--- config.mk ---
export PLATFORM = sky130hd
export DESIGN_NAME = reset_sequencer
export DESIGN_NICKNAME = d
export VERILOG_FILES = /design/src/rtl/reset_sequencer.sv
export SDC_FILE = /design/constraint.sdc
export NUM_CORES = 1
export LEC_CHECK = 0
export ABC_AREA = 1
export CAP_MARGIN = 20
export CELL_PAD_IN_SITES_DETAIL_PLACEMENT = 2
export CELL_PAD_IN_SITES_GLOBAL_PLACEMENT = 2
export CORE_AREA = 8 8 105 59
export DETAILED_ROUTE_END_ITERATION = 7
export DIE_AREA = 0 0 113 67
export DONT_BUFFER_PORTS = 1
export GPL_TIMING_DRIVEN = 0
export MAX_ROUTING_LAYER = met4
export PLACE_DENSITY = 0.93
export SETUP_SLACK_MARGIN = 0.2
export SLEW_MARGIN = 15
export SYNTH_ARGS = -nofsm -noshare
export SYNTH_HDL_FRONTEND = slang
export SYNTH_SLANG_ARGS = --single-unit
export TNS_END_PERCENT = 1
--- constraint.sdc ---
create_clock -name clock -period 3.5 [get_ports clock]
set_clock_uncertainty 0.15 [all_clocks]
set_input_delay 0.7 -clock clock [delete_from_list [all_inputs] [get_ports clock]]
set_output_delay 0.7 -clock clock [all_outputs]
set_load 0.02 [all_outputs]
--- src/rtl/reset_sequencer.sv ---
// Fabric reset sequencer: waits for stable PLL lock / init / board reset,
// then releases downstream reset domains in order, one every STAGE_DELAY.
module reset_sequencer #(
  parameter int NUM_STAGES    = 4,
  parameter int STABLE_CYCLES = 1024,
  parameter int STAGE_DELAY   = 16,
  parameter int HOLD_CYCLES   = 64
) (
  input  logic                  clock,
  input  logic                  reset_n,
  input  logic                  pll_lock,
  input  logic                  init_done,
  input  logic                  ext_reset_n,
  input  logic                  sw_reset_req,
  output logic [NUM_STAGES-1:0] stage_reset_n,
  output logic                  seq_done,
  output logic [2:0]            seq_state,
  output logic [7:0]            relock_count
);

  localparam int MAX_A = (STABLE_CYCLES > STAGE_DELAY) ?
                         STABLE_CYCLES : STAGE_DELAY;
  localparam int MAX_C = (MAX_A > HOLD_CYCLES) ? MAX_A : HOLD_CYCLES;
  localparam int CW    = $clog2(MAX_C) + 1;
  localparam int IW    = (NUM_STAGES > 1) ? $clog2(NUM_STAGES) : 1;

  typedef enum logic [2:0] {
    WAIT_READY = 3'd0,
    STABLE     = 3'd1,
    RELEASE    = 3'd2,
    RUN        = 3'd3,
    FAULT      = 3'd4
  } state_t;

  state_t                state, state_d;
  logic [CW-1:0]         cnt, cnt_d;
  logic [IW-1:0]         idx, idx_d;
  logic [NUM_STAGES-1:0] stage_d;
  logic [2:0]            sync1, sync2;
  logic                  ready;
  logic                  fault;
  logic                  relock_inc;

  always_ff @(posedge clock or negedge reset_n) begin
    if (!reset_n) begin
      sync1 <= '0;
      sync2 <= '0;
    end else begin
      sync1 <= {pll_lock, init_done, ext_reset_n};
      sync2 <= sync1;
    end
  end

  assign ready = &sync2;
  assign fault = !ready || sw_reset_req;

  always_comb begin
    state_d    = state;
    cnt_d      = cnt;
    idx_d      = idx;
    relock_inc = 1'b0;
    unique case (state)
      WAIT_READY: begin
        if (ready && !sw_reset_req) begin
          state_d = STABLE;
          cnt_d   = '0;
        end
      end
      STABLE: begin
        if (fault) begin
          state_d = WAIT_READY;
          cnt_d   = '0;
        end else if (cnt == CW'(STABLE_CYCLES - 1)) begin
          state_d = RELEASE;
          cnt_d   = '0;
          idx_d   = '0;
        end else begin
          cnt_d = cnt + CW'(1);
        end
      end
      RELEASE: begin
        if (fault) begin
          state_d = FAULT;
          cnt_d   = '0;
          idx_d   = '0;
        end else if (idx == IW'(NUM_STAGES - 1)) begin
          state_d = RUN;
          cnt_d   = '0;
        end else if (cnt == CW'(STAGE_DELAY - 1)) begin
          idx_d = idx + IW'(1);
          cnt_d = '0;
        end else begin
          cnt_d = cnt + CW'(1);
        end
      end
      RUN: begin
        if (fault) begin
          state_d    = FAULT;
          cnt_d      = '0;
          idx_d      = '0;
          relock_inc = 1'b1;
        end
      end
      FAULT: begin
        if (cnt == CW'(HOLD_CYCLES - 1)) begin
          state_d = WAIT_READY;
          cnt_d   = '0;
        end else begin
          cnt_d = cnt + CW'(1);
        end
      end
      default: begin
        state_d = WAIT_READY;
        cnt_d   = '0;
        idx_d   = '0;
      end
    endcase
  end

  // Outputs are computed from the next state so they change with the state flop
  always_comb begin
    stage_d = '0;
    for (int i = 0; i < NUM_STAGES; i++) begin
      stage_d[i] = (state_d == RUN) ||
                   ((state_d == RELEASE) && (IW'(i) <= idx_d));
    end
  end

  always_ff @(posedge clock or negedge reset_n) begin
    if (!reset_n) begin
      state         <= WAIT_READY;
      cnt           <= '0;
      idx           <= '0;
      stage_reset_n <= '0;
      seq_done      <= 1'b0;
      relock_count  <= '0;
    end else begin
      state         <= state_d;
      cnt           <= cnt_d;
      idx           <= idx_d;
      stage_reset_n <= stage_d;
      seq_done      <= (state_d == RUN);
      if (relock_inc && (relock_count != 8'hFF))
        relock_count <= relock_count + 8'd1;
    end
  end

  assign seq_state = state;

endmodule

==> impl_metrics.tcl <==
set metrics [dict create \
    status "finished, final reports clean" \
    yosysMostFrequentCell "nand2_1" \
    cp_slowest_cell "dfrtp_1" \
    grt_max_degree 36 \
    pre_cts_slack_ns 1.404 \
    dpl_cell_area_mm2 0.001957 \
    multi_input_comb_area_um2 893.4 \
    drv_slew 0 \
    fin_setup_tns_ns 0 \
    worst_pin_slew_ns 0.4850 \
    fin_area_mm2 0.002058 \
    cts_resized 0 \
    drt-pass1-iter-count 4 \
    wire_per_inst_um 19.07 \
    synth_commonest_cells "nand2_1, dfrtp_1, inv_1" \
    finalSetupViolations 0 \
    rsz0062_at_grt "no" \
    synth_cell_type_count 28 \
    ys_warn_count 0 \
    nets 234 \
    ir_worst_vdd_v 0.0001908 \
    crit_fanout 5 \
    startpoint_type "flop" \
    met2_usage_pct 26.07 \
    hold_viol 0 \
    min_path_type "in -> async" \
    fmaxAchievable_ghz 0.5056 \
    met3_usage_pct 5.410 \
    start_util_pct 39.79 \
    grt-ovfl-total 0 \
    numCtsBuffers 5 \
    core-area_mm2 0.004730 \
    ys_ff_latch 35 \
    p_leak_nw 0.9957 \
    clkSinkCount 35 \
    cp.arrival_ns 2.00 \
    port_buffers 0 \
    clk_pin_slew_worst_paths_ns 0.07 \
    ant_nets 0 \
    synth_area_leader_cell "dfrtp_1" \
    holdWs_ns 0.08397 \
    grt_busiest_layer "met2" \
    detail_route.vias_per_cell 5.297 \
    worst-endpoint-required_ns 3.52 \
    path_cells "ha_1, nand2_1, nor2_4, nand3_2, nand2_1, nand3_1, nand2_1, nand2_2, nand2_1, nand3_1" \
    worstSkewPairLatency_ns 0.29 \
    antenna_found_initial 0 \
    dieArea_mm2 0.007571 \
    end_kind "flop" \
    drc 0 \
    hpwlAfterDp_um 4301 \
    worst_path_most_repeated_cell "nand2_1" \
    syn-cell-area_mm2 0.001882 \
    fin_crit_sh_pct 56.51 \
    slew_headroom_pct 67.67 \
    hold_buffers 1 \
    post-cts-setup-buffer-count 0 \
    drive_above_1_share_pct 18.58 \
    crit_family "simple AND/OR/NAND/NOR gates" \
    htreeDepth 2 \
    timing.final.ws_setup_ns 1.522 \
    synthArstFlopShare_pct 100.0 \
    grt_pass1_wl_um 9025 \
    areaGrowthSynthToFinish_pct 9.375 \
    cap_violations 0 \
    criticalPathCategory "reg -> reg" \
    first_global_vias 1751 \
    fill_cells 528 \
    clockRootBuffer "clkbuf_8" \
    met1_usage_pct 18.95 \
    gr-usage-all-layers_pct 16.22 \
    period_minus_slack_ns 1.978 \
    io_pins 22 \
    yosysTopAreaCellShare_pct 46.54 \
    place_congestion 0.8179 \
    syn_avg_cell_area_um2 8.672 \
    syn-num-nets 226 \
    synth-seq-area-share_pct 46.54 \
    synth_ff_type "dfrtp_1" \
    slowest_delay_ns 0.40 \
    p_per_area_mw_per_mm2 533.9 \
    cts_buffer_depth 2 \
    drt_iter0_drc 52 \
    yosys-top-cells-area "dfrtp_1, nand2_1, nand3_1" \
    die_h_um 67 \
    via_count 1515 \
    synth-edff-count 0 \
    crit_buf_inv 0 \
    fp.dieW_um 113 \
    antenna_cells 0 \
    cts_tree "yes" \
    totalWireLength_um 5453 \
    final-seq-area_um2 875.8 \
    num_rows 18 \
    postSynthCellCount 217 \
]
final timing paths:
check,end,depth (start not counted),slack [ns],from
max,stage_reset_n[1]$_DFF_PN0_,10,1.52,cnt[0]$_DFFE_PN0P_
max reg2reg,stage_reset_n[1]$_DFF_PN0_,10,1.52,cnt[0]$_DFFE_PN0P_
min,sync1[0]$_DFF_PN0_,1,0.08,reset_n
max in group asynchronous,cnt[2]$_DFFE_PN0P_,1,2.93,reset_n
min in group clock,sync2[1]$_DFF_PN0_,0,0.20,sync1[1]$_DFF_PN0_
min reg2reg,sync2[1]$_DFF_PN0_,0,0.20,sync1[1]$_DFF_PN0_
layer usage:
metal	vias up	wire length (um)
li1	716	-
met3	7	283
met2	34	2498
met4	0	55
met1	758	2616
met5	-	0
cell usage in the layout, fill, tap and decap left out, types with 2 or more instances in the layout:
master | synthesis | routed
nand2_1 | 53 | 53
dfrtp_1 | 35 | 35
inv_1 | 24 | 24
nand3_1 | 18 | 18
nor2_1 | 17 | 17
nand4_1 | 10 | 10
inv_2 | 6 | 6
nand3_2 | 6 | 6
nor2_4 | 5 | 5
nand2_2 | 5 | 5
xor2_1 | 5 | 5
clkbuf_8 | 0 | 5
nor2_2 | 4 | 4
o21ai_1 | 4 | 4
o21ai_0 | 3 | 3
a21oi_2 | 3 | 3
xnor2_1 | 3 | 3
ha_1 | 3 | 3
nand2_4 | 2 | 2
a21oi_1 | 2 | 2
clkbuf_1 | 0 | 2
cell type report:
class                           instances  share of cell area, %
Tap cell                               60                  3.647
Multi-Input combinational cell        152                  43.40
Clock inverter                          1                 0.2432
Sequential cell                        35                  42.55
Clock buffer                            7                  3.708
Timing Repair Buffer                    1                 0.9726
Inverter                               30                  5.471
where the power goes:
part           switching, mW  internal (mW)  total, mW
clock network          0.151          0.140      0.291
registers             0.0608          0.467      0.528
logic                  0.184         0.0962      0.280
total                  0.396          0.703       1.10
sequential cells by signal, indices dropped and copies added, names as in the netlist:
register       count
cnt               11
sync1              3
stage_reset_n      4
sync2              3
seq_done           1
seq_state          3
relock_count       8
idx                2
kinds of logic after synthesis:
| logic type | after synthesis | synth area share (%) |
|---|---|---|
| simple gates | 124 | 35.37 |
| flops | 35 | 46.54 |
| buf+inv | 30 | 5.984 |
| compound gates | 16 | 5.519 |
| xor+xnor | 9 | 4.588 |
| fa+ha+maj | 3 | 1.995 |
metrics by stage:
step                std cells  utilization [%]  total power [mW]
global placement          277            41.38            0.7770
global route              286            43.52             1.171
finish                    286            43.52             1.099
floorplan                 217                -            0.7274
CTS                       286            43.52             1.119
detailed placement        277            41.38            0.8074
Power figures use the tool's default switching activity.
